==> config.mk <==
export PLATFORM = sky130hd
export DESIGN_NAME = ifu_fetch_queue
export DESIGN_NICKNAME = d
export VERILOG_FILES = /design/src/rtl/ifu_fetch_queue_pkg.sv /design/src/rtl/ifu_queue.sv /design/src/rtl/ifu_fetch_queue.sv
export SDC_FILE = /design/constraint.sdc
export NUM_CORES = 1
export LEC_CHECK = 0
export ABC_AREA = 0
export CORE_ASPECT_RATIO = 2
export CORE_MARGIN = 1.5
export CORE_UTILIZATION = 45
export CTS_BUF_LIST = sky130_fd_sc_hd__clkbuf_8
export CTS_CLUSTER_DIAMETER = 120
export DETAILED_ROUTE_END_ITERATION = 8
export PLACE_DENSITY = 0.67
export SLEW_MARGIN = 20
export SYNTH_ARGS = -nofsm -noshare
export SYNTH_HDL_FRONTEND = slang
export SYNTH_HIERARCHICAL = 1
export SYNTH_SLANG_ARGS = --single-unit
==> constraint.sdc <==
create_clock -name clk -period 7.1 [get_ports clk]
set_input_delay 1.42 -clock clk [delete_from_list [all_inputs] [get_ports clk]]
set_output_delay 1.42 -clock clk [all_outputs]
set_load 0.01 [all_outputs]
==> src/rtl/ifu_fetch_queue_pkg.sv <==
// ---------------------------------------------------------------------------
// ifu_fetch_queue_pkg
//   Shared fetch-front-end header: reset fetch PC, default branch-id width,
//   MIPS opcode/funct constants and the branch predecode helper.
//   The IDU reuses the same predecode.
//   Contents:
//     ENTRY_PC   reset fetch PC (kseg1 boot vector)
//     BID_W_DEF  default branch-id width
//     OP_* / FN_*  primary opcode and SPECIAL funct codes
//     is_branch  1 when an instruction is a control transfer that owns a
//                delay slot
// ---------------------------------------------------------------------------
package ifu_fetch_queue_pkg;

  localparam logic [31:0] ENTRY_PC  = 32'hbfc00000;
  localparam int          BID_W_DEF = 4;

  // Primary opcodes (instr[31:26]).
  localparam logic [5:0] OP_SPECIAL = 6'd0;
  localparam logic [5:0] OP_REGIMM  = 6'd1;
  localparam logic [5:0] OP_J       = 6'd2;
  localparam logic [5:0] OP_JAL     = 6'd3;
  localparam logic [5:0] OP_BEQ     = 6'd4;
  localparam logic [5:0] OP_BNE     = 6'd5;
  localparam logic [5:0] OP_BLEZ    = 6'd6;
  localparam logic [5:0] OP_BGTZ    = 6'd7;
  localparam logic [5:0] OP_BEQL    = 6'd20;
  localparam logic [5:0] OP_BNEL    = 6'd21;
  localparam logic [5:0] OP_BLEZL   = 6'd22;
  localparam logic [5:0] OP_BGTZL   = 6'd23;

  // SPECIAL funct codes (instr[5:0]).
  localparam logic [5:0] FN_JR      = 6'd8;
  localparam logic [5:0] FN_JALR    = 6'd9;

  // Takes only the opcode and funct fields so callers pass exactly the
  // bits that matter.
  function automatic logic is_branch(input logic [5:0] op, input logic [5:0] funct);
    logic br;
    case (op)
      OP_SPECIAL: br = (funct == FN_JR) || (funct == FN_JALR);
      OP_REGIMM, OP_J, OP_JAL, OP_BEQ, OP_BNE, OP_BLEZ, OP_BGTZ,
      OP_BEQL, OP_BNEL, OP_BLEZL, OP_BGTZL: br = 1'b1;
      default:    br = 1'b0;
    endcase
    return br;
  endfunction

endpackage

==> src/rtl/ifu_queue.sv <==
// ---------------------------------------------------------------------------
// ifu_queue
//   DEPTH-entry circular instruction buffer. Write is registered, and the
//   head is read combinationally. An entry pushed in cycle N is therefore
//   at the head in cycle N+1 when the queue was empty.
//   Ports:
//     clk, rst         clock, synchronous active-high reset
//     clear            flush all entries; dominates push and pop
//     push, push_data  append an entry at the tail
//     pop              drop the head entry (ignored when empty)
//     head_data        entry at the head (valid while count != 0)
//     count            number of stored entries, 0..DEPTH
// ---------------------------------------------------------------------------
module ifu_queue #(
  parameter int DEPTH = 4,
  parameter int W     = 69
) (
  input  logic                   clk,
  input  logic                   rst,
  input  logic                   clear,
  input  logic                   push,
  input  logic [W-1:0]           push_data,
  input  logic                   pop,
  output logic [W-1:0]           head_data,
  output logic [$clog2(DEPTH):0] count
);

  localparam int PW   = $clog2(DEPTH);
  localparam int CNTW = PW + 1;

  logic [W-1:0]    mem_q [DEPTH];
  logic [PW-1:0]   head_q, head_d;
  logic [PW-1:0]   tail_q, tail_d;
  logic [CNTW-1:0] count_q, count_d;
  logic            push_en, pop_en, full;

  always_comb begin
    full    = (count_q == CNTW'(DEPTH));
    pop_en  = pop && !clear && (count_q != '0);
    push_en = push && !clear;
    head_d  = head_q;
    tail_d  = tail_q;
    count_d = count_q;
    if (clear) begin
      head_d  = '0;
      tail_d  = '0;
      count_d = '0;
    end else begin
      // DEPTH is a power of two, so the pointers wrap naturally.
      if (push_en) tail_d = tail_q + PW'(1);
      if (pop_en)  head_d = head_q + PW'(1);
      count_d = count_q + CNTW'(push_en) - CNTW'(pop_en);
    end
  end

  always_ff @(posedge clk) begin
    if (rst) begin
      head_q  <= '0;
      tail_q  <= '0;
      count_q <= '0;
    end else begin
      head_q  <= head_d;
      tail_q  <= tail_d;
      count_q <= count_d;
    end
  end

  // Storage carries no reset. Stale contents are never visible because
  // count gates validity.
  always_ff @(posedge clk) begin
    if (push_en) mem_q[tail_q] <= push_data;
  end

  // The fetch credit scheme must never push into a full queue unless the
  // same cycle also pops.
  always_ff @(posedge clk) begin
    if (!rst) begin
      assert (!(push_en && full && !pop_en));
    end
  end

  assign head_data = mem_q[head_q];
  assign count     = count_q;

endmodule

==> src/rtl/ifu_fetch_queue.sv <==
// ---------------------------------------------------------------------------
// ifu_fetch_queue
//   Instruction-fetch front end. It issues up to MAX_OUTST pipelined fetch
//   requests. In-order responses are buffered in a DEPTH-entry queue and
//   presented to the decoder with PC, delay-slot flag and branch id.
//   A redirect flushes the queue and discards responses that are still in
//   flight. Fetching resumes the cycle after the redirect.
//   Ports:
//     clk, rst                    clock, synchronous active-high reset
//     redir_valid, redir_pc       redirect from writeback (always accepted)
//     req_valid/ready, req_addr   fetch request (physical address)
//     resp_valid, resp_instr      in-order fetch response (always accepted)
//     out_valid/ready             instruction handshake to decode
//     out_instr, out_pc           instruction word and its virtual PC
//     out_ds, out_bid             delay-slot flag, owning branch id
// ---------------------------------------------------------------------------
module ifu_fetch_queue
  import ifu_fetch_queue_pkg::*;
#(
  parameter int          DEPTH     = 4,
  parameter int          MAX_OUTST = 4,
  parameter logic [31:0] ENTRY     = ENTRY_PC,
  parameter int          BID_W     = BID_W_DEF
) (
  input  logic             clk,
  input  logic             rst,
  input  logic             redir_valid,
  input  logic [31:0]      redir_pc,
  output logic             req_valid,
  input  logic             req_ready,
  output logic [31:0]      req_addr,
  input  logic             resp_valid,
  input  logic [31:0]      resp_instr,
  output logic             out_valid,
  input  logic             out_ready,
  output logic [31:0]      out_instr,
  output logic [31:0]      out_pc,
  output logic             out_ds,
  output logic [BID_W-1:0] out_bid
);

  localparam int CW = $clog2(MAX_OUTST) + 1;
  localparam int QW = $clog2(DEPTH) + 1;
  localparam int SW = ((CW > QW) ? CW : QW) + 1;
  localparam int EW = 32 + 32 + 1 + BID_W;

  logic [31:0]      fetch_pc_q, fetch_pc_d;
  logic [31:0]      enq_pc_q, enq_pc_d;
  logic [CW-1:0]    inflight_q, inflight_d;
  logic [CW-1:0]    drop_cnt_q, drop_cnt_d;
  logic             prev_br_q, prev_br_d;
  logic [BID_W-1:0] bid_q, bid_d;

  logic [QW-1:0]    q_count;
  logic [EW-1:0]    q_head;
  logic [EW-1:0]    q_push_data;
  logic             q_push, q_pop;
  logic [SW-1:0]    occupancy;
  logic             req_fire;
  logic             resp_keep;
  logic             resp_br;
  logic [BID_W-1:0] ent_bid;
  logic             unused_fetch_hi;

  // ---------------------------------------------------------------------
  // Request issue. Queue slots are reserved for every outstanding
  // request, so a response can always be enqueued without back-pressure.
  // ---------------------------------------------------------------------
  always_comb begin
    occupancy = SW'(inflight_q) + SW'(q_count);
    req_valid = !rst && !redir_valid
                && (occupancy < SW'(DEPTH))
                && (inflight_q < CW'(MAX_OUTST));
    req_fire  = req_valid && req_ready;
    // Fold kseg0/kseg1 onto physical memory.
    req_addr  = {3'b000, fetch_pc_q[28:0]};
  end

  assign unused_fetch_hi = ^fetch_pc_q[31:29];

  // ---------------------------------------------------------------------
  // Response handling and predecode.
  // The entry following a branch is its delay slot. A branch takes a
  // fresh id, and its delay slot inherits that id.
  // ---------------------------------------------------------------------
  always_comb begin
    resp_br     = is_branch(resp_instr[31:26], resp_instr[5:0]);
    ent_bid     = resp_br ? (bid_q + BID_W'(1)) : bid_q;
    resp_keep   = resp_valid && !redir_valid && (drop_cnt_q == '0);
    q_push      = resp_keep;
    q_push_data = {resp_instr, enq_pc_q, prev_br_q, ent_bid};
    // On a redirect the queue clear takes priority over the pop.
    q_pop       = out_valid && out_ready;
  end

  // ---------------------------------------------------------------------
  // Next-state
  // ---------------------------------------------------------------------
  always_comb begin
    fetch_pc_d = fetch_pc_q;
    enq_pc_d   = enq_pc_q;
    drop_cnt_d = drop_cnt_q;
    prev_br_d  = prev_br_q;
    bid_d      = bid_q;
    inflight_d = inflight_q + CW'(req_fire) - CW'(resp_valid);

    if (redir_valid) begin
      fetch_pc_d = redir_pc;
      enq_pc_d   = redir_pc;
      prev_br_d  = 1'b0;
      // Everything still outstanding after this cycle belongs to the
      // squashed path. A response arriving now is already discarded.
      drop_cnt_d = inflight_q - CW'(resp_valid);
    end else begin
      if (req_fire) fetch_pc_d = fetch_pc_q + 32'd4;
      if (resp_valid && (drop_cnt_q != '0)) drop_cnt_d = drop_cnt_q - CW'(1);
      if (resp_keep) begin
        enq_pc_d  = enq_pc_q + 32'd4;
        prev_br_d = resp_br;
        bid_d     = ent_bid;
      end
    end
  end

  always_ff @(posedge clk) begin
    if (rst) begin
      fetch_pc_q <= ENTRY;
      enq_pc_q   <= ENTRY;
      inflight_q <= '0;
      drop_cnt_q <= '0;
      prev_br_q  <= 1'b0;
      bid_q      <= '0;
    end else begin
      fetch_pc_q <= fetch_pc_d;
      enq_pc_q   <= enq_pc_d;
      inflight_q <= inflight_d;
      drop_cnt_q <= drop_cnt_d;
      prev_br_q  <= prev_br_d;
      bid_q      <= bid_d;
    end
  end

  // Protocol sanity: responses only for issued requests, and the drop
  // counter stays within the outstanding window.
  always_ff @(posedge clk) begin
    if (!rst) begin
      assert (!(resp_valid && (inflight_q == '0)));
      assert (inflight_q <= CW'(MAX_OUTST));
      assert (drop_cnt_q <= inflight_q);
    end
  end

  // ---------------------------------------------------------------------
  // Instruction queue
  // ---------------------------------------------------------------------
  ifu_queue #(
    .DEPTH (DEPTH),
    .W     (EW)
  ) u_queue (
    .clk       (clk),
    .rst       (rst),
    .clear     (redir_valid),
    .push      (q_push),
    .push_data (q_push_data),
    .pop       (q_pop),
    .head_data (q_head),
    .count     (q_count)
  );

  always_comb begin
    out_valid = !rst && (q_count != '0);
    out_instr = q_head[EW-1 -: 32];
    out_pc    = q_head[EW-33 -: 32];
    out_ds    = q_head[BID_W];
    out_bid   = q_head[BID_W-1:0];
  end

endmodule

Yosys cells after proc, flatten, opt, wreduce, memory -nomap -nowiden
Memory sizes are Yosys's and may differ from the RTL's. A register that Yosys moved wholly into a read port is not among the register bits.
Cells that the tools add are included.
Storage, ports and cells
  register bits: 82
  latch bits: 0
  memory bits (writable): 276
  bits in read-only memories: 0
  input bits: 70
  output and inout port bits: 103
  logic and storage cells: 75
  memories: 1
Memories
  u_queue.mem_q: depth 4, bits a word 69, read ports 1, clocked after Yosys merged registers in 1, write ports 1, RTL line ifu_queue.sv:31  | logic [W-1:0] mem_q [DEPTH];
Operators by class
  add/subtract/negate cells: 12
  multipliers: 0
  divide/modulo/power cells: 0
  order comparisons: 2
  equality and inequality tests: 13
  shift-type cells: 0
  muxes and demuxes: 12
  bitwise operators: 1
  reduce and logical (&&, ||, !) cells: 25
Operators by type and width (number)
  32-bit 2-to-1 mux: 4
  32-bit by 3-bit adder with 32-bit output, second input constant: 2
  6-bit by 3-bit equality test with 1-bit output, second input constant: 4
  6-bit by 5-bit equality test with 1-bit output, second input constant: 4
  6-bit by 2-bit equality test with 1-bit output, second input constant: 2
  6-bit by 4-bit equality test with 1-bit output, second input constant: 2
  1-bit logical AND: 12
  11-bit OR reduction: 1
  3-bit by 1-bit subtractor with 3-bit output: 3
  3-bit by 1-bit adder with 3-bit output: 2
  6-bit by 1-bit equality test with 1-bit output, second input constant: 1
  6-bit zero test: 1
  3-bit 2-to-1 mux: 2
  2-bit nonzero test: 3
  3-bit nonzero test: 2
  2-bit by 1-bit adder with 2-bit output, second input constant: 2
  3-bit by 3-bit adder with 4-bit output: 1
  4-bit by 1-bit adder with 4-bit output, second input constant: 1
  4-bit by 3-bit < comparator with 1-bit output, second input constant: 1
  2-bit 2-to-1 mux: 2
  4-bit 2-to-1 mux: 1
  3-bit zero test: 1
  3-bit < comparator, second input constant: 1
  3-bit by 1-bit subtractor with 3-bit output, second input constant: 1
  7 further kinds: 9

Longest topological paths before layout
Gate-level depths: netlist of run 1.
  word-level depth: 7
  mapped depth: 12
  gate-level depth less buffers: 12

By module
The synthesis of run 1 kept the hierarchy.
Modules (own cells, without submodules)
  ifu_queue: instances 1, cells an instance 408, area each 10452.5 sq um, sequential area each 8468.1 sq um
  ifu_fetch_queue: instances 1, cells an instance 489, area each 4097.7 sq um, sequential area each 1441.4 sq um

Worst setup path before layout of run 1
OpenSTA, ideal clock, no wires.
  path kind: input port to flip-flop
  start point: in resp_valid
  end point: mem u_queue.mem_q[0][0] (enable)
  library setup time: 435 ps
  data arrival time: 3672 ps
  required time: 6665 ps
  setup slack: 2993 ps
  stages: 4
  path buffers: 0
  cell sequence: nand3b_1 > nor2_1 > nor2b_1 > and2_1
Between the ends
  word-level cells in the longest chain between the ends: 5
Ends and longest elaborated chain
  from (decl): RTL line ifu_fetch_queue.sv:32  | input logic resp_valid,
  1-bit logical AND (2 in series): RTL line ifu_fetch_queue.sv:89  | resp_keep = resp_valid && !redir_valid && (drop_cnt_q == '0);
  net q_push: RTL line ifu_fetch_queue.sv:57  | logic q_push, q_pop;
  1-bit logical AND: RTL line ifu_queue.sv:40  | push_en = push && !clear;
  1-bit 2-to-1 mux: RTL line ifu_queue.sv:71  | if (push_en) mem_q[tail_q] <= push_data;
  1-bit 2-to-1 mux (implied by the code): RTL line ifu_queue.sv:71
  to (decl): RTL line ifu_queue.sv:31
The timed path passes the listed nets, and every way through them passes these cells.

==> impl_metrics.yaml, run 1 <==
status:
  result_of_the_run: "finished, final reports clean"
logic_synthesis:
  seq_area_frac_synth: 0.681
  netlist_area_before_placement_um2: 14600
  post-synth-top-count-cell: "sky130_fd_sc_hd__edfxtp_1"
  synth_compound_gate_area_share: 0.0503
  synth_top_cells_by_area: "sky130_fd_sc_hd__edfxtp_1 57%, sky130_fd_sc_hd__dfxtp_1 11%, sky130_fd_sc_hd__mux4_2 11%, sky130_fd_sc_hd__ha_1 1.5%, sky130_fd_sc_hd__xnor2_1 1.2%"
  postSynth.asyncResetShare: 0
  synth_cells: 897
  syn-mean-instance-area_um2: 16.2
  synth_warnings: 6
  postSynthRegisterBits: 357
  post_synthesis_share_of_cell_area_spent_on_and_or_nand_and_nor_gates: 0.0856
  yosys.cell_types.count: 68
  post_synth_xor_area_fraction: 0.0257
  synthDominantAreaCellType: "sky130_fd_sc_hd__edfxtp_1"
  post_synth_fa_ha_maj_area_fraction: 0.0174
  synth-main-ff-cell: "sky130_fd_sc_hd__edfxtp_1"
  synth_mux_area_frac: 0.116
  synth_commonest_cells: "276 x sky130_fd_sc_hd__edfxtp_1, 81 x sky130_fd_sc_hd__dfxtp_1, 69 x sky130_fd_sc_hd__mux4_2, 43 x sky130_fd_sc_hd__nand2_1, 39 x sky130_fd_sc_hd__nor2_1"
  main_combinational_cell_family_by_area_after_synthesis: "multiplexers"
  edff_count_synth: 276
  yosys.area.top_type_share: 0.570
global_route:
  groute.layer.met2.usage: 0.382
  antenna_found_initial: 1
  grt_use_met3: 0.0268
  via_count_of_the_first_global_routing_pass: 8935
  grt.overflow.total: 0
  met1_usage_in_global_routing: 0.211
  globalRoute.busiestLayer: "met2"
  grt_first_pass_wirelength_mm: 49.7
  pin_count_of_the_biggest_net_entering_global_routing: 56
  grtUsageTotal: 0.197
flow_run:
  max-cap-violations: 0
setup_path:
  crit_path_start_kind: "flop"
  required_ns: 5.68
  crit_path_end_kind: "output pin"
  timing.reg2reg.worst_path_depth: 11
  cp_num_cells: 3
  slowest_delay_ns: 0.93
  reg2reg_to: "inflight_q[2]"
  r2r_start: "inflight_q[2]"
  critPathArrivalTime_ns: 3.20
  worstPathMaxFanout: 44
  cp.buffers_inverters: 2
  cp_top_family: "buffers and inverters"
  crit_path_end: "out_pc[30]"
  timing.reg2reg.setup_slack_ns: 3.62
  worstPathCellList: "buf_4, mux4_2, clkdlybuf4s50_1"
  path_class: "flop to output pin"
  critical-path-slowest-cell: "sky130_fd_sc_hd__dfxtp_4"
detailed_routing:
  route.detailed.vias_per_inst: 5.44
  vias: 8410
  finalWirelength_mm: 31.9
  avgRoutedWirePerCell_um: 20.6
  dr.first_iter.drc_count: 415
  drt.antenna.violating_nets: 0
  detailedRoute.firstPassIterationCount: 5
  post-route-drc-count: 0
timing:
  fin_skew_ns: 0.0202
  finalCritPeriodShare: 0.650
  fin_setup_tns_ns: 0
  final-max-slew-violation-count: 0
  final_hold_viol_count: 0
  achievable-frequency_mhz: 217
  timing.slew.headroom: 0.354
  min_period_ns: 4.62
  layout_setup_ws_ns: 2.48
  worst_hold_slack_ns: 0.459
  rsz_0062_raised_after_global_routing: "false"
  timing.final.setup_violations: 0
  tightest_slew_ns: 0.960
place:
  dp_hpwl_mm: 21.2
  placed_cells: 1460
  post_dp_cell_area_um2: 16600
  numPortBuffers: 169
  placement.setup.worst_slack_ns: 2.41
  routabilityCongestion: 0.907
floorplanning:
  die_area_um2: 33500
  design.portCount: 173
  design.core.area_um2: 32000
  die_y_um: 257
  floorplan.initialDensity: 0.455
  placementRows: 93
  die_x_um: 130
power_and_ir_drop:
  power.density_cell_area_nw_per_um2: 237
  vdd.ir_drop.worst_mv: 0.143
  power.static_leakage_nw: 5.72
clock_tree:
  cts_root_buffer: "sky130_fd_sc_hd__clkbuf_8"
  clk_transition_reported_paths_ns: 0.07
  h_tree_levels: 2
  postCtsSetupBuffers: 0
  ctsHoldBuffers: 0
  clk_latency_ns: 0.58
  ctsLongestPathBuffers: 3
  cts_inserted_buffers: 46
  postCtsResizedCells: 0
  cts_tree: "done"
  cts.sinks: 357
cells_and_area:
  nets: 1170
  finalInstanceArea_um2: 17500
  area_delta_synth_final_pct: 20.5
  post_route_cells_drive_above_1_share: 0.150
  fill_cell_count: 2628
  finalNonFillerCells: 1547
hold_path:
  worst_hold_path_type: "flop to flop"
-- flip-flops by register name (all words and copies together), names as in the netlist, named ones only --
name and cells:
prev_br_q 1, fetch_pc_q 29, u_queue/head_q 2, bid_q 4, enq_pc_q 32, inflight_q 3
u_queue/mem_q 276, u_queue/count 3, drop_cnt_q 3, u_queue/tail_q 2
-- final cells by class --
| class | count | area, um^2 | area share |
|---|---|---|---|
| Antenna cell | 1 | 2.50 | 0.000143 |
| Clock buffer | 53 | 729 | 0.0416 |
| Clock inverter | 33 | 188 | 0.0107 |
| Inverter | 23 | 86.3 | 0.00493 |
| Multi-Input combinational cell | 474 | 4320 | 0.246 |
| Sequential cell | 357 | 9920 | 0.566 |
| Tap cell | 427 | 534 | 0.0305 |
| Timing Repair Buffer | 179 | 1760 | 0.100 |
-- cells in the final DEF (no fill, tap or decap), types with 15 or more instances in the layout --
master,count
sky130_fd_sc_hd__xor2_1,20
sky130_fd_sc_hd__nand2_1,43
sky130_fd_sc_hd__a21oi_1,25
sky130_fd_sc_hd__dfxtp_1,79
sky130_fd_sc_hd__xnor2_1,20
sky130_fd_sc_hd__clkbuf_8,53
sky130_fd_sc_hd__inv_1,33
sky130_fd_sc_hd__nand3_1,29
sky130_fd_sc_hd__mux4_2,69
sky130_fd_sc_hd__ha_1,17
sky130_fd_sc_hd__nor3_1,15
sky130_fd_sc_hd__clkdlybuf4s50_1,167
sky130_fd_sc_hd__edfxtp_1,276
sky130_fd_sc_hd__nor2_1,39
sky130_fd_sc_hd__nand4_1,24
-- power by group --
group          internal (mW)  total (mW)  switching (mW)
clock                  0.757        1.49           0.729
sequential              2.30        2.36          0.0582
combinational          0.155       0.305           0.150
-- stage by stage --
| step | power [mW] | util |
|---|---|---|
| 6_report | 4.15 | 0.548 |
| 5_1_grt | 4.31 | 0.548 |
| 3_3_place_gp | 2.71 | 0.519 |
| 4_1_cts | 4.21 | 0.548 |
| 2_1_floorplan | 2.55 | - |
| 3_5_place_dp | 2.71 | 0.519 |
-- layer usage --
metal | share of wire | vias up
met5 | 0 | -
met4 | 0.026 | 0
met3 | 0.036 | 59
met2 | 0.58 | 233
met1 | 0.36 | 4225
li1 | - | 3893
-- worst min path at each step --
stage	cells past startpoint	slack [ns]	start	end
final	2	0.46	fetch_pc_q[1]	fetch_pc_q[1]
after global routing	2	0.49	fetch_pc_q[1]	fetch_pc_q[1]
after CTS	2	0.46	fetch_pc_q[1]	fetch_pc_q[1]
after detailed placement	2	0.45	fetch_pc_q[0]	fetch_pc_q[0]
after global placement	2	0.45	fetch_pc_q[0]	fetch_pc_q[0]
after floorplan	0	0.46	prev_br_q	u_queue/mem_q[0][4]
-- logic make-up after synthesis --
logic type                 count (synthesis)
AOI/OAI and AO/OA                        107
xor gates and xnor gates                  41
adders and majority gates                 19
buffers and inverters                     68
DFF                                      357
muxes                                     82
other                                      1
and+or+nand+nor                          222
-- worst register-to-register path: stages (launching register included) --
cell and delay (ns):
sky130_fd_sc_hd__dfxtp_1 0.43, sky130_fd_sc_hd__ha_1 0.27, sky130_fd_sc_hd__or3b_2 0.54, sky130_fd_sc_hd__nor3_4 0.55
sky130_fd_sc_hd__inv_1 0.39, sky130_fd_sc_hd__ha_1 0.37, sky130_fd_sc_hd__inv_1 0.05, sky130_fd_sc_hd__ha_1 0.12
sky130_fd_sc_hd__inv_1 0.04, sky130_fd_sc_hd__fa_1 0.37, sky130_fd_sc_hd__xnor2_1 0.16, sky130_fd_sc_hd__nor2_1 0.05
(Power assumes the default switching activity.)
==> inputs of run 2 (changes only) <==
clock period = 4.6 ns   (was 7.1 ns; I/O delays follow)
==> run 2 against run 1 <==
Effect of this change:
- wire length decreased by 1.1%
- clock-buffer cell count decreased by 2
- sequential share of layout area decreased by 0.31 points
- utilization increased by 0.30 points
- die area unchanged
- sequential power increased by 54%
- highest routed layer unchanged
- largest power group unchanged
==> impl_metrics.yaml, run 2 (synthesis results as in run 1) <==
global_route:
  antenna_found_initial: 1
  pin_count_of_the_biggest_net_entering_global_routing: 70
  via_count_of_the_first_global_routing_pass: 8703
  grt_first_pass_wirelength_mm: 48.9
  grt.overflow.total: 0
  grtUsageTotal: 0.194
timing:
  worst_hold_slack_ns: 0.458
  min_period_ns: 3.73
  rsz_0062_raised_after_global_routing: "false"
  tightest_slew_ns: 1.05
  finalCritPeriodShare: 0.811
  final_hold_viol_count: 0
  fin_setup_tns_ns: 0
  fin_skew_ns: 0.0257
  timing.slew.headroom: 0.301
  final-max-slew-violation-count: 0
  achievable-frequency_mhz: 268
  timing.final.setup_violations: 0
clock_tree:
  clk_latency_ns: 0.59
  clk_transition_reported_paths_ns: 0.06
  cts_root_buffer: "sky130_fd_sc_hd__clkbuf_8"
  cts.sinks: 357
  cts_tree: "done"
  postCtsSetupBuffers: 0
  ctsHoldBuffers: 0
  postCtsResizedCells: 0
  cts_inserted_buffers: 47
  h_tree_levels: 2
  ctsLongestPathBuffers: 3
power_and_ir_drop:
  seq_power_share: 0.567
  share_clk_of_total_power: 0.359
  power.density_cell_area_nw_per_um2: 365
  power.share.switching: 0.223
  p_int_mw: 4.99
  share_comb_of_total_power: 0.074
  p_sw_mw: 1.44
  power.static_leakage_nw: 5.79
  vdd.ir_drop.worst_mv: 0.199
cells_and_area:
  max_reg_flops: 276
  area_delta_synth_final_pct: 21.1
  final_common_cell: "sky130_fd_sc_hd__edfxtp_1"
  finish.utilization: 0.551
  top_register: "u_queue/mem_q"
  largestRegisters: "u_queue/mem_q (276), enq_pc_q (32), fetch_pc_q (29)"
  layout.area.seq_um2: 9920
  nets: 1176
  post_route_cells_drive_above_1_share: 0.150
  layout_common_cells: "276 x sky130_fd_sc_hd__edfxtp_1, 167 x sky130_fd_sc_hd__clkdlybuf4s50_1, 79 x sky130_fd_sc_hd__dfxtp_1"
  fill_cell_count: 2582
  multi_input_comb_area_um2: 4320
floorplanning:
  die_area_um2: 33500
  design.portCount: 173
  placementRows: 93
  die_x_um: 130
  design.core.area_um2: 32000
  die_y_um: 257
  floorplan.initialDensity: 0.455
setup_path:
  worstPathMaxFanout: 29
  path_class: "flop to output pin"
  required_ns: 3.68
  crit_path_start_kind: "flop"
  crit_path_end_kind: "output pin"
  critPathArrivalTime_ns: 2.81
detailed_routing:
  route.detailed.vias_per_inst: 5.44
  avgRoutedWirePerCell_um: 20.3
  finalWirelength_mm: 31.6
  drt.antenna.violating_nets: 0
  dr.first_iter.drc_count: 574
  vias: 8450
  detailedRoute.firstPassIterationCount: 5
  post-route-drc-count: 0
place:
  routabilityCongestion: 0.886
  numPortBuffers: 169
  dp_hpwl_mm: 21.4
status:
  result_of_the_run: "finished, final reports clean"
hold_path:
  worst_hold_path_type: "flop to flop"
flow_run:
  max-cap-violations: 0
==> run 2: power by group through the flow <==
| stage | clock (mW) | sequential (mW) | combinational (mW) |
|---|---|---|---|
| after global routing | 2.51 | 3.65 | 0.523 |
| after floorplan | 0 | 3.69 | 0.249 |
| after detailed placement | 0 | 3.71 | 0.480 |
| after global placement | 0 | 3.71 | 0.475 |
| after CTS | 2.38 | 3.64 | 0.483 |
| final | 2.31 | 3.64 | 0.475 |
==> run 2: critical path, cell delays in order, from the launching register on <==
cell and delay, ns:
sky130_fd_sc_hd__dfxtp_4 0.73, sky130_fd_sc_hd__buf_4 0.36, sky130_fd_sc_hd__mux4_2 0.61, sky130_fd_sc_hd__clkdlybuf4s50_1 0.51
==> run 2: cell type report <==
type / count / area share
inverters: 23 / 0.00490
clock inverters: 36 / 0.0128
repair buffers: 184 / 0.105
diodes: 1 / 0.000142
multi-input cells: 474 / 0.245
well taps: 427 / 0.0303
flip-flops and latches: 357 / 0.563
clock buffers: 51 / 0.0398
==> run 2: routing by layer <==
layer / track usage / part of all wire / vias up
met5: 0 / 0 / -
met4: 0.0821 / 0.038 / 0
met3: 0.0258 / 0.048 / 60
met2: 0.360 / 0.54 / 291
met1: 0.218 / 0.37 / 4187
li1: - / - / 3912
==> run 2: final timing paths <==
path	from	endpoint	slack (ns)	cells after the start
max	flop	out_pc[5]	0.87	3
min	fetch_pc_q[1]	fetch_pc_q[1]	0.46	2
max reg2reg	u_queue/count[2]	inflight_q[2]	1.57	11
min reg2reg	fetch_pc_q[1]	fetch_pc_q[1]	0.46	2
==> run 2: metrics by stage <==
step | instances | cell area [um^2] | total power [mW] | worst slack, ns
2_1_floorplan | 899 | 14600 | 3.94 | 0.993
4_1_cts | 1552 | 17600 | 6.50 | 0.783
3_3_place_gp | 1465 | 16700 | 4.18 | 0.891
3_5_place_dp | 1465 | 16700 | 4.19 | 0.811
6_report | 1553 | 17600 | 6.43 | 0.870
5_1_grt | 1553 | 17600 | 6.69 | 0.695
==> inputs of run 3 (changes only) <==
PLACE_DENSITY = 0.69   (was 0.67)
clock period = 3.37 ns   (was 4.6 ns; I/O delays follow)
==> run 3 against run 2 <==
Effect of this change:
- combinational power is 42% higher
- non-clock buffer count increased by 16
- largest cell class unchanged
- design area up 1.9%
- clock-buffer cell count is 1 lower
- utilization grew 1.0 points
- clock skew grew 0.011 ns
- wire length increased by 1.4%
==> impl_metrics.yaml, run 3 (synthesis results as in run 1) <==
place:
  dp_hpwl_mm: 21.7
  placement.setup.worst_slack_ns: 0.271
  numPortBuffers: 169
  routabilityCongestion: 0.868
  post_dp_cell_area_um2: 16900
detailed_routing:
  detailedRoute.firstPassIterationCount: 5
  dr.first_iter.drc_count: 393
  vias: 8549
  post-route-drc-count: 0
  avgRoutedWirePerCell_um: 20.4
  route.detailed.vias_per_inst: 5.45
  drt.antenna.violating_nets: 0
  finalWirelength_mm: 32.0
floorplanning:
  placementRows: 93
  die_y_um: 257
  design.portCount: 173
  floorplan.initialDensity: 0.455
  design.core.area_um2: 32000
  die_x_um: 130
  die_area_um2: 33500
power_and_ir_drop:
  power.density_cell_area_nw_per_um2: 510
  power.static_leakage_nw: 5.93
  vdd.ir_drop.worst_mv: 0.365
  share_comb_of_total_power: 0.074
  p_int_mw: 7.12
  p_total_mw: 9.15
  power.share.switching: 0.222
  p_sw_mw: 2.03
  share_clk_of_total_power: 0.384
  seq_power_share: 0.543
timing:
  achievable-frequency_mhz: 315
  fin_setup_tns_ns: 0
  tightest_slew_ns: 0.783
  layout_setup_ws_ns: 0.194
  final-max-slew-violation-count: 0
  finalCritPeriodShare: 0.942
  rsz_0062_raised_after_global_routing: "false"
  min_period_ns: 3.18
  worst_hold_slack_ns: 0.407
  fin_skew_ns: 0.0371
  final_hold_viol_count: 0
  timing.final.setup_violations: 0
  timing.slew.headroom: 0.476
clock_tree:
  ctsLongestPathBuffers: 3
  cts_root_buffer: "sky130_fd_sc_hd__clkbuf_8"
  clk_latency_ns: 0.59
  clk_transition_reported_paths_ns: 0.06
  cts_tree: "done"
  postCtsResizedCells: 0
  cts_inserted_buffers: 48
  postCtsSetupBuffers: 0
  cts.sinks: 357
  ctsHoldBuffers: 0
  h_tree_levels: 2
setup_path:
  crit_path_start_kind: "flop"
  critPathArrivalTime_ns: 2.50
  timing.reg2reg.setup_slack_ns: 0.70
  path_class: "flop to output pin"
  worstPathMaxFanout: 4
  required_ns: 2.70
  crit_path_end_kind: "output pin"
global_route:
  grtUsageTotal: 0.194
  grt_first_pass_wirelength_mm: 48.8
  antenna_found_initial: 1
  pin_count_of_the_biggest_net_entering_global_routing: 52
  via_count_of_the_first_global_routing_pass: 8783
  grt.overflow.total: 0
cells_and_area:
  top_register: "u_queue/mem_q"
  post_route_cells_drive_above_1_share: 0.171
  fill_cell_count: 2580
  largestRegisters: "u_queue/mem_q (276), enq_pc_q (32), fetch_pc_q (29)"
  layout.area.seq_um2: 9920
  finalInstanceArea_um2: 18000
  layout_common_cells: "276 x sky130_fd_sc_hd__edfxtp_1, 167 x sky130_fd_sc_hd__clkdlybuf4s50_1, 79 x sky130_fd_sc_hd__dfxtp_1"
  area_delta_synth_final_pct: 23.4
  max_reg_flops: 276
  final_common_cell: "sky130_fd_sc_hd__edfxtp_1"
  multi_input_comb_area_um2: 4320
  nets: 1193
hold_path:
  worst_hold_path_type: "input port to flop"
flow_run:
  max-cap-violations: 0
status:
  result_of_the_run: "finished, final reports clean"
run 3: layer usage:
metal / up-vias / GRT usage / part of all wire / wire length, um
li1: 3965 / - / - / -
met1: 4285 / 0.204 / 0.36 / 11500
met2: 231 / 0.373 / 0.57 / 18300
met3: 68 / 0.0272 / 0.037 / 1200
met4: 0 / 0.0790 / 0.033 / 1070
met5: - / 0 / 0 / 0
run 3: path summary, 6_finish.rpt:
| kind | startpoint | endpoint | depth (start not counted) |
|---|---|---|---|
| worst max-delay path | inflight_q[2] | req_valid | 4 |
| worst min-delay path | redir_valid | u_queue/count[0] | 2 |
| worst min register to register | fetch_pc_q[0] | fetch_pc_q[0] | 2 |
| worst max register to register | u_queue/count[2] | inflight_q[2] | 11 |
run 3: worst max-delay path: stages, from the launching register on:
cell                              delay [ns]
sky130_fd_sc_hd__dfxtp_1                0.36
sky130_fd_sc_hd__ha_1                   0.21
sky130_fd_sc_hd__or4_4                  0.56
sky130_fd_sc_hd__nor4_1                 0.22
sky130_fd_sc_hd__clkdlybuf4s50_1        0.59
run 3: power by group through the flow:
stage / logic [mW] / clock network (mW) / registers (mW)
4_1_cts: 0.684 / 3.62 / 4.97
3_3_place_gp: 0.668 / 0 / 5.05
2_1_floorplan: 0.340 / 0 / 5.04
3_5_place_dp: 0.679 / 0 / 5.06
6_report: 0.673 / 3.51 / 4.97
5_1_grt: 0.733 / 3.79 / 4.98
run 3: final cells by class:
class,count,area share
antenna,1,0.000139
clock buffer,50,0.0383
clock inverter,38,0.0194
inverter,23,0.00481
multi-input combinational,474,0.240
sequential,357,0.552
tap,427,0.0298
timing repair buffer,200,0.115
run 3: stage by stage:
stage	util	std cells
3_3_place_gp	0.529	1481
4_1_cts	0.561	1569
6_report	0.561	1570
3_5_place_dp	0.529	1481
5_1_grt	0.561	1570
2_1_floorplan	-	899
